--- src/rtl/tablero_jugadas_if.sv ---
// Selector/board bus for the tic-tac-toe move acceptor: the selector drives pos/ready/new_game,
// the board side returns the board, turn, result and the selector re-arm pulses.
interface tablero_jugadas_if;
   logic [3:0]  pos;
   logic        ready;
   logic        new_game;
   logic [17:0] board;
   logic        turn;
   logic [1:0]  winner;
   logic        game_over;
   logic        sel_clr;
   logic        move_err;

   modport master (
      output pos,
      output ready,
      output new_game,
      input  board,
      input  turn,
      input  winner,
      input  game_over,
      input  sel_clr,
      input  move_err
   );

   modport slave (
      input  pos,
      input  ready,
      input  new_game,
      output board,
      output turn,
      output winner,
      output game_over,
      output sel_clr,
      output move_err
   );
endinterface

--- src/rtl/tablero_jugadas.sv ---
// 3x3 tic-tac-toe move acceptor: validates selector confirms, writes marks, alternates turns and
// detects win/draw. Optional turn timeout is built when TURN_TIMEOUT_EN is defined.
module tablero_jugadas #(
   parameter int unsigned N_CELLS        = 9,
   parameter int unsigned TIMEOUT_CYCLES = 250000000
) (
   input logic              clk,
   input logic              reset,
   tablero_jugadas_if.slave bus
);

   localparam logic [1:0] MarkX   = 2'b01;
   localparam logic [1:0] MarkO   = 2'b10;
   localparam logic [1:0] ResNone = 2'b00;
   localparam logic [1:0] ResDraw = 2'b11;
   localparam logic [3:0] MaxMoves = 4'(N_CELLS);

   typedef enum logic [1:0] {StWait, StEval, StOver} state_e;

   state_e      state_q, state_d;
   logic [17:0] board_q, board_d;
   logic        turn_q, turn_d;
   logic [1:0]  winner_q, winner_d;
   logic        game_over_q, game_over_d;
   logic [3:0]  moves_q, moves_d;
   logic        sel_clr_q, sel_clr_d;
   logic        move_err_q, move_err_d;
   logic        ready_q;

   logic        confirm;
   logic        pos_ok;
   logic        cell_empty;
   logic [1:0]  mark;
   logic        line_win;

`ifdef TURN_TIMEOUT_EN
   logic [27:0] timer_q, timer_d;
`endif

   function automatic logic hit(logic [17:0] b, logic [1:0] m, int a, int c, int d);
      return (b[2*a +: 2] == m) && (b[2*c +: 2] == m) && (b[2*d +: 2] == m);
   endfunction

   assign confirm = bus.ready & ~ready_q;
   assign pos_ok  = bus.pos < 4'(N_CELLS);
   assign mark    = turn_q ? MarkO : MarkX;

   always_comb begin
      cell_empty = 1'b0;
      for (int i = 0; i < 9; i++) begin
         if (bus.pos == 4'(i)) cell_empty = (board_q[2*i +: 2] == 2'b00);
      end
   end

   // Only the player who just moved can have completed a line.
   assign line_win = hit(board_q, mark, 0, 1, 2) | hit(board_q, mark, 3, 4, 5) |
                     hit(board_q, mark, 6, 7, 8) | hit(board_q, mark, 0, 3, 6) |
                     hit(board_q, mark, 1, 4, 7) | hit(board_q, mark, 2, 5, 8) |
                     hit(board_q, mark, 0, 4, 8) | hit(board_q, mark, 2, 4, 6);

   always_comb begin
      state_d     = state_q;
      board_d     = board_q;
      turn_d      = turn_q;
      winner_d    = winner_q;
      game_over_d = game_over_q;
      moves_d     = moves_q;
      sel_clr_d   = 1'b0;
      move_err_d  = 1'b0;

      if (bus.new_game) begin
         state_d     = StWait;
         board_d     = '0;
         turn_d      = 1'b0;
         winner_d    = ResNone;
         game_over_d = 1'b0;
         moves_d     = '0;
      end else begin
         unique case (state_q)
            StWait: begin
               if (confirm) begin
                  sel_clr_d = 1'b1;
                  if (pos_ok && cell_empty) begin
                     for (int i = 0; i < 9; i++) begin
                        if (bus.pos == 4'(i)) board_d[2*i +: 2] = mark;
                     end
                     moves_d = (moves_q >= MaxMoves) ? MaxMoves : moves_q + 4'd1;
                     state_d = StEval;
                  end else begin
                     move_err_d = 1'b1;
                  end
               end
            end
            StEval: begin
               if (line_win) begin
                  winner_d    = mark;
                  game_over_d = 1'b1;
                  state_d     = StOver;
               end else if (moves_q == MaxMoves) begin
                  winner_d    = ResDraw;
                  game_over_d = 1'b1;
                  state_d     = StOver;
               end else begin
                  turn_d  = ~turn_q;
                  state_d = StWait;
               end
            end
            StOver: begin
               if (confirm) sel_clr_d = 1'b1;
            end
            default: state_d = StWait;
         endcase
      end

`ifdef TURN_TIMEOUT_EN
      timer_d = '0;
      if (!bus.new_game && state_q == StWait && !confirm) begin
         if (timer_q == 28'(TIMEOUT_CYCLES - 1)) begin
            turn_d = ~turn_q;
         end else begin
            timer_d = timer_q + 28'd1;
         end
      end
`endif
   end

   always_ff @(posedge clk) begin
      if (reset) begin
         state_q     <= StWait;
         board_q     <= '0;
         turn_q      <= 1'b0;
         winner_q    <= ResNone;
         game_over_q <= 1'b0;
         moves_q     <= '0;
         sel_clr_q   <= 1'b0;
         move_err_q  <= 1'b0;
         ready_q     <= 1'b0;
      end else begin
         state_q     <= state_d;
         board_q     <= board_d;
         turn_q      <= turn_d;
         winner_q    <= winner_d;
         game_over_q <= game_over_d;
         moves_q     <= moves_d;
         sel_clr_q   <= sel_clr_d;
         move_err_q  <= move_err_d;
         ready_q     <= bus.ready;
      end
   end

`ifdef TURN_TIMEOUT_EN
   always_ff @(posedge clk) begin
      if (reset) timer_q <= '0;
      else       timer_q <= timer_d;
   end
`endif

   assign bus.board     = board_q;
   assign bus.turn      = turn_q;
   assign bus.winner    = winner_q;
   assign bus.game_over = game_over_q;
   assign bus.sel_clr   = sel_clr_q;
   assign bus.move_err  = move_err_q;

endmodule

--- src/flat_wrapper.sv ---
// flat-port wrapper written by rule: the top's interface ports become plain ports
module tablero_jugadas_flat 
#(
   parameter int unsigned N_CELLS        = 9,
   parameter int unsigned TIMEOUT_CYCLES = 250000000
)
  (clk, reset, bus_pos, bus_ready, bus_new_game, bus_board, bus_turn, bus_winner, bus_game_over, bus_sel_clr, bus_move_err);
  tablero_jugadas_if bus_i ();
  input logic clk;
  input logic reset;
  input wire logic [$bits(bus_i.pos)-1:0] bus_pos;
  input wire logic [$bits(bus_i.ready)-1:0] bus_ready;
  input wire logic [$bits(bus_i.new_game)-1:0] bus_new_game;
  output wire logic [$bits(bus_i.board)-1:0] bus_board;
  output wire logic [$bits(bus_i.turn)-1:0] bus_turn;
  output wire logic [$bits(bus_i.winner)-1:0] bus_winner;
  output wire logic [$bits(bus_i.game_over)-1:0] bus_game_over;
  output wire logic [$bits(bus_i.sel_clr)-1:0] bus_sel_clr;
  output wire logic [$bits(bus_i.move_err)-1:0] bus_move_err;
  assign bus_i.pos = bus_pos;
  assign bus_i.ready = bus_ready;
  assign bus_i.new_game = bus_new_game;
  assign bus_board = bus_i.board;
  assign bus_turn = bus_i.turn;
  assign bus_winner = bus_i.winner;
  assign bus_game_over = bus_i.game_over;
  assign bus_sel_clr = bus_i.sel_clr;
  assign bus_move_err = bus_i.move_err;
  tablero_jugadas #(.N_CELLS(N_CELLS), .TIMEOUT_CYCLES(TIMEOUT_CYCLES)) u_core (.clk(clk), .reset(reset), .bus(bus_i));
endmodule
--- config.mk ---
export PLATFORM = sky130hd
export DESIGN_NAME = tablero_jugadas_flat
export DESIGN_NICKNAME = d
export VERILOG_FILES = /design/src/rtl/tablero_jugadas_if.sv /design/src/rtl/tablero_jugadas.sv /design/src/flat_wrapper.sv
export SDC_FILE = /design/constraint.sdc
export NUM_CORES = 1
export LEC_CHECK = 0
export BUFFER_PORTS_ARGS = -buffer_cell sky130_fd_sc_hd__buf_2
export CORE_MARGIN = 2
export CORE_UTILIZATION = 58
export DETAILED_ROUTE_END_ITERATION = 12
export HOLD_SLACK_MARGIN = 0.12
export PLACE_DENSITY = 0.83
export SKIP_CTS_REPAIR_TIMING = 1
export SLEW_MARGIN = 25
export SYNTH_ARGS = -nofsm -noshare
export SYNTH_HDL_FRONTEND = slang
export SYNTH_SLANG_ARGS = --single-unit
--- constraint.sdc ---
create_clock -name clk -period 3 [get_ports clk]
set_input_delay 0.15 -clock clk [delete_from_list [all_inputs] [get_ports clk]]
set_output_delay 0.15 -clock clk [all_outputs]
set_load 0.03 [all_outputs]
==> flow_summary.yaml <==
outcome:
  status: "finished, final reports clean"
worst_setup_path:
  worstPathCellList: "or3b_2 -> o32ai_1 -> o41ai_1 -> nand3_1 -> nor3_1 -> mux2_2"
  crit_path_max_fanout: 22
  end_kind: "flop"
  start_kind: "flop"
  criticalPathCategory: "reg -> reg"
  crit_required_ns: 3.25
  path_buf_inv: 0
  slowest_delay_ns: 0.75
  worstPathArrival_ns: 2.54
  cp_slowest_cell: "dfxtp_1"
  critical-path-top-delay-family: "flip-flops"
synth:
  syn_inst: 185
  syn-num-nets: 196
  syn_avg_cell_area_um2: 8.846
  synth_top_area_share_pct: 37.92
  synthFlopType: "dfxtp_1"
  yosys.cell_count.top_type: "dfxtp_1"
  synth_area_leaders: "dfxtp_1, a32o_1, nor2_1"
  synth-seq-cells: 31
  syn_area_mm2: 0.001637
  async_flop_share_pct: 0
  synth-edff-count: 0
  yosys.area.top_type: "dfxtp_1"
  synth-seq-area-share_pct: 37.92
  ys_top_cells_by_count: "dfxtp_1, nor2_1, nand2_1"
  yosysUniqueCellTypes: 53
  synth_warnings: 0
floorplanning:
  io_pins: 32
  die-area_mm2: 0.003263
  rows: 19
  dieHeight_um: 57.12
  die_width_um: 57.12
  start_util_pct: 60.39
  fp.coreArea_mm2: 0.002710
job:
  cap_viol_max_count: 0
pwr:
  p_leak_uw: 0.0007170
  ir_worst_vdd_uv: 496.2
  power_frac_comb_pct: 8.2
  switchingPower_uw: 196.3
  power_uw: 831.2
  seqPwrFrac_pct: 50.0
  intPower_uw: 635.0
  swShare_pct: 23.61
  power_density_mw_per_mm2: 440.0
  clock_power_share_pct: 41.7
timing:
  slew_headroom_pct: 50.29
  max_freq_mhz: 436.1
  fin_hold_ws_ns: 0.2207
  rsz0062_at_grt: "false"
  period_share_pct: 76.44
  finalHoldViolations: 0
  period_needed_ns: 2.293
  tns_ns: 0
  finalSetupViolCount: 0
  skew_ns: 0.009729
  drv_slew: 0
  tightest_slew_ns: 0.7353
cts:
  htreeDepth: 2
  path_clk_slew_ns: 0.11
  cts_buffers: 5
  cts_tree: "built"
  clock-sinks: 31
  clock_path_buffers: 2
  cts-root-buf: "clkbuf_4"
  worstSkewPairLatency_ns: 0.34
global_routing:
  track_usage_pct: 26.54
  grt_antenna_before_repair: 0
  grt_pass1_wl_um: 6686
  grt_overflow_total: 0
  grt_pass1_vias: 1438
  grt_max_degree: 23
detailed_routing:
  first_pass_iters: 4
  drc_errors: 0
  drtIter0Drc: 101
  vias: 1605
  totalWireLength_um: 4051
  vias_per_cell: 6.446
  detail-route-antenna-nets: 0
  wl_per_cell_um: 16.27
cells_and_area:
  n_antenna_cell: 0
  fin_nets: 228
  fin_area_mm2: 0.001889
  final_core_util_pct: 69.71
  nFillCells: 214
  syn_to_final_growth_pct: 15.44
  drive_gt1_share_pct: 22.94
placed_design:
  io_buffers: 31
  place_hpwl_um: 2934
  postPlaceCellArea_mm2: 0.001783
  gp_congestion: 0.9204
worst_hold_path:
  hold_class: "in -> reg"
[metal layers]
metal / routed length (um) / GRT usage [%] / up-vias
met4: 83 / 12.29 / 0
met3: 367 / 5.442 / 12
met5: 0 / 0 / -
met2: 1865 / 41.22 / 77
li1: - / - / 768
met1: 1735 / 35.57 / 748
[cell type report]
cell class | count | area [um^2] | share of cell area (%)
Sequential cell | 31 | 620.6 | 32.85
Multi-Input combinational cell | 135 | 923.4 | 48.87
Tap cell | 31 | 38.79 | 2.053
Inverter | 10 | 37.54 | 1.987
Clock inverter | 2 | 35.03 | 1.854
Timing Repair Buffer | 34 | 182.7 | 9.669
Clock buffer | 6 | 51.30 | 2.715
[power by group through the flow]
stage	clock network, uW	logic (uW)	registers [uW]
final	347	68.2	416
after global placement	0	63.2	425
after detailed placement	0	64.8	425
after floorplan	0	46.1	428
after global routing	365	73.4	417
after CTS	347	65.0	416
[cells in the final DEF (no fill, tap or decap), types with 4 or more instances in the layout]
| cell | n |
|---|---|
| inv_1 | 10 |
| a32o_1 | 7 |
| nand2_1 | 11 |
| or3b_2 | 4 |
| dfxtp_1 | 31 |
| buf_2 | 31 |
| nor4b_1 | 6 |
| o21ai_0 | 7 |
| o22ai_1 | 9 |
| nor2b_1 | 4 |
| clkbuf_4 | 5 |
| nor2_1 | 17 |
| nand2b_1 | 9 |
| nand3b_1 | 5 |
[kinds of logic after synthesis]
kind of cell	Yosys count	share of synthesized area, %
DFF	31	37.92
and+or+nand+nor	78	29.28
adders and majority gates	3	2.294
buffers and inverters	19	5.658
AOI/OAI and AO/OA	52	23.55
muxes	2	1.300
[worst reg2reg max path: stages, from the launching register on]
cell and delay [ns]:
dfxtp_1 0.75, or3b_2 0.26, o32ai_1 0.10, o41ai_1 0.35, nand3_1 0.17, nor3_1 0.22, mux2_2 0.35
[sequential cells by signal, indices dropped and copies added (netlist names)]
signal                count
u_core.bus.winner         2
u_core.bus.sel_clr        1
u_core.moves_q            4
u_core.bus.board         18
u_core.bus.game_over      1
u_core.bus.turn           1
u_core.ready_q            1
u_core.state_q            2
u_core.bus.move_err       1
[path summary, 6_finish.rpt]
path              depth (start not counted)                  from                    to  slack (ns)
setup / recovery                          6       u_core.bus.turn       u_core.bus.turn        0.71
hold / removal                            3            bus_pos[0]  u_core.bus.board[11]        0.22
setup reg to reg                          6       u_core.bus.turn       u_core.bus.turn        0.71
hold reg to reg                           2  u_core.bus.game_over  u_core.bus.game_over        0.45
[through the flow]
stage / std cells / setup WS (ns)
floorplan: 185 / 0.9583
global placement: 239 / 0.8670
detailed placement: 239 / 0.7674
CTS: 247 / 0.7498
global route: 249 / 0.5642
finish: 249 / 0.7068
(Power assumes the default switching activity.)
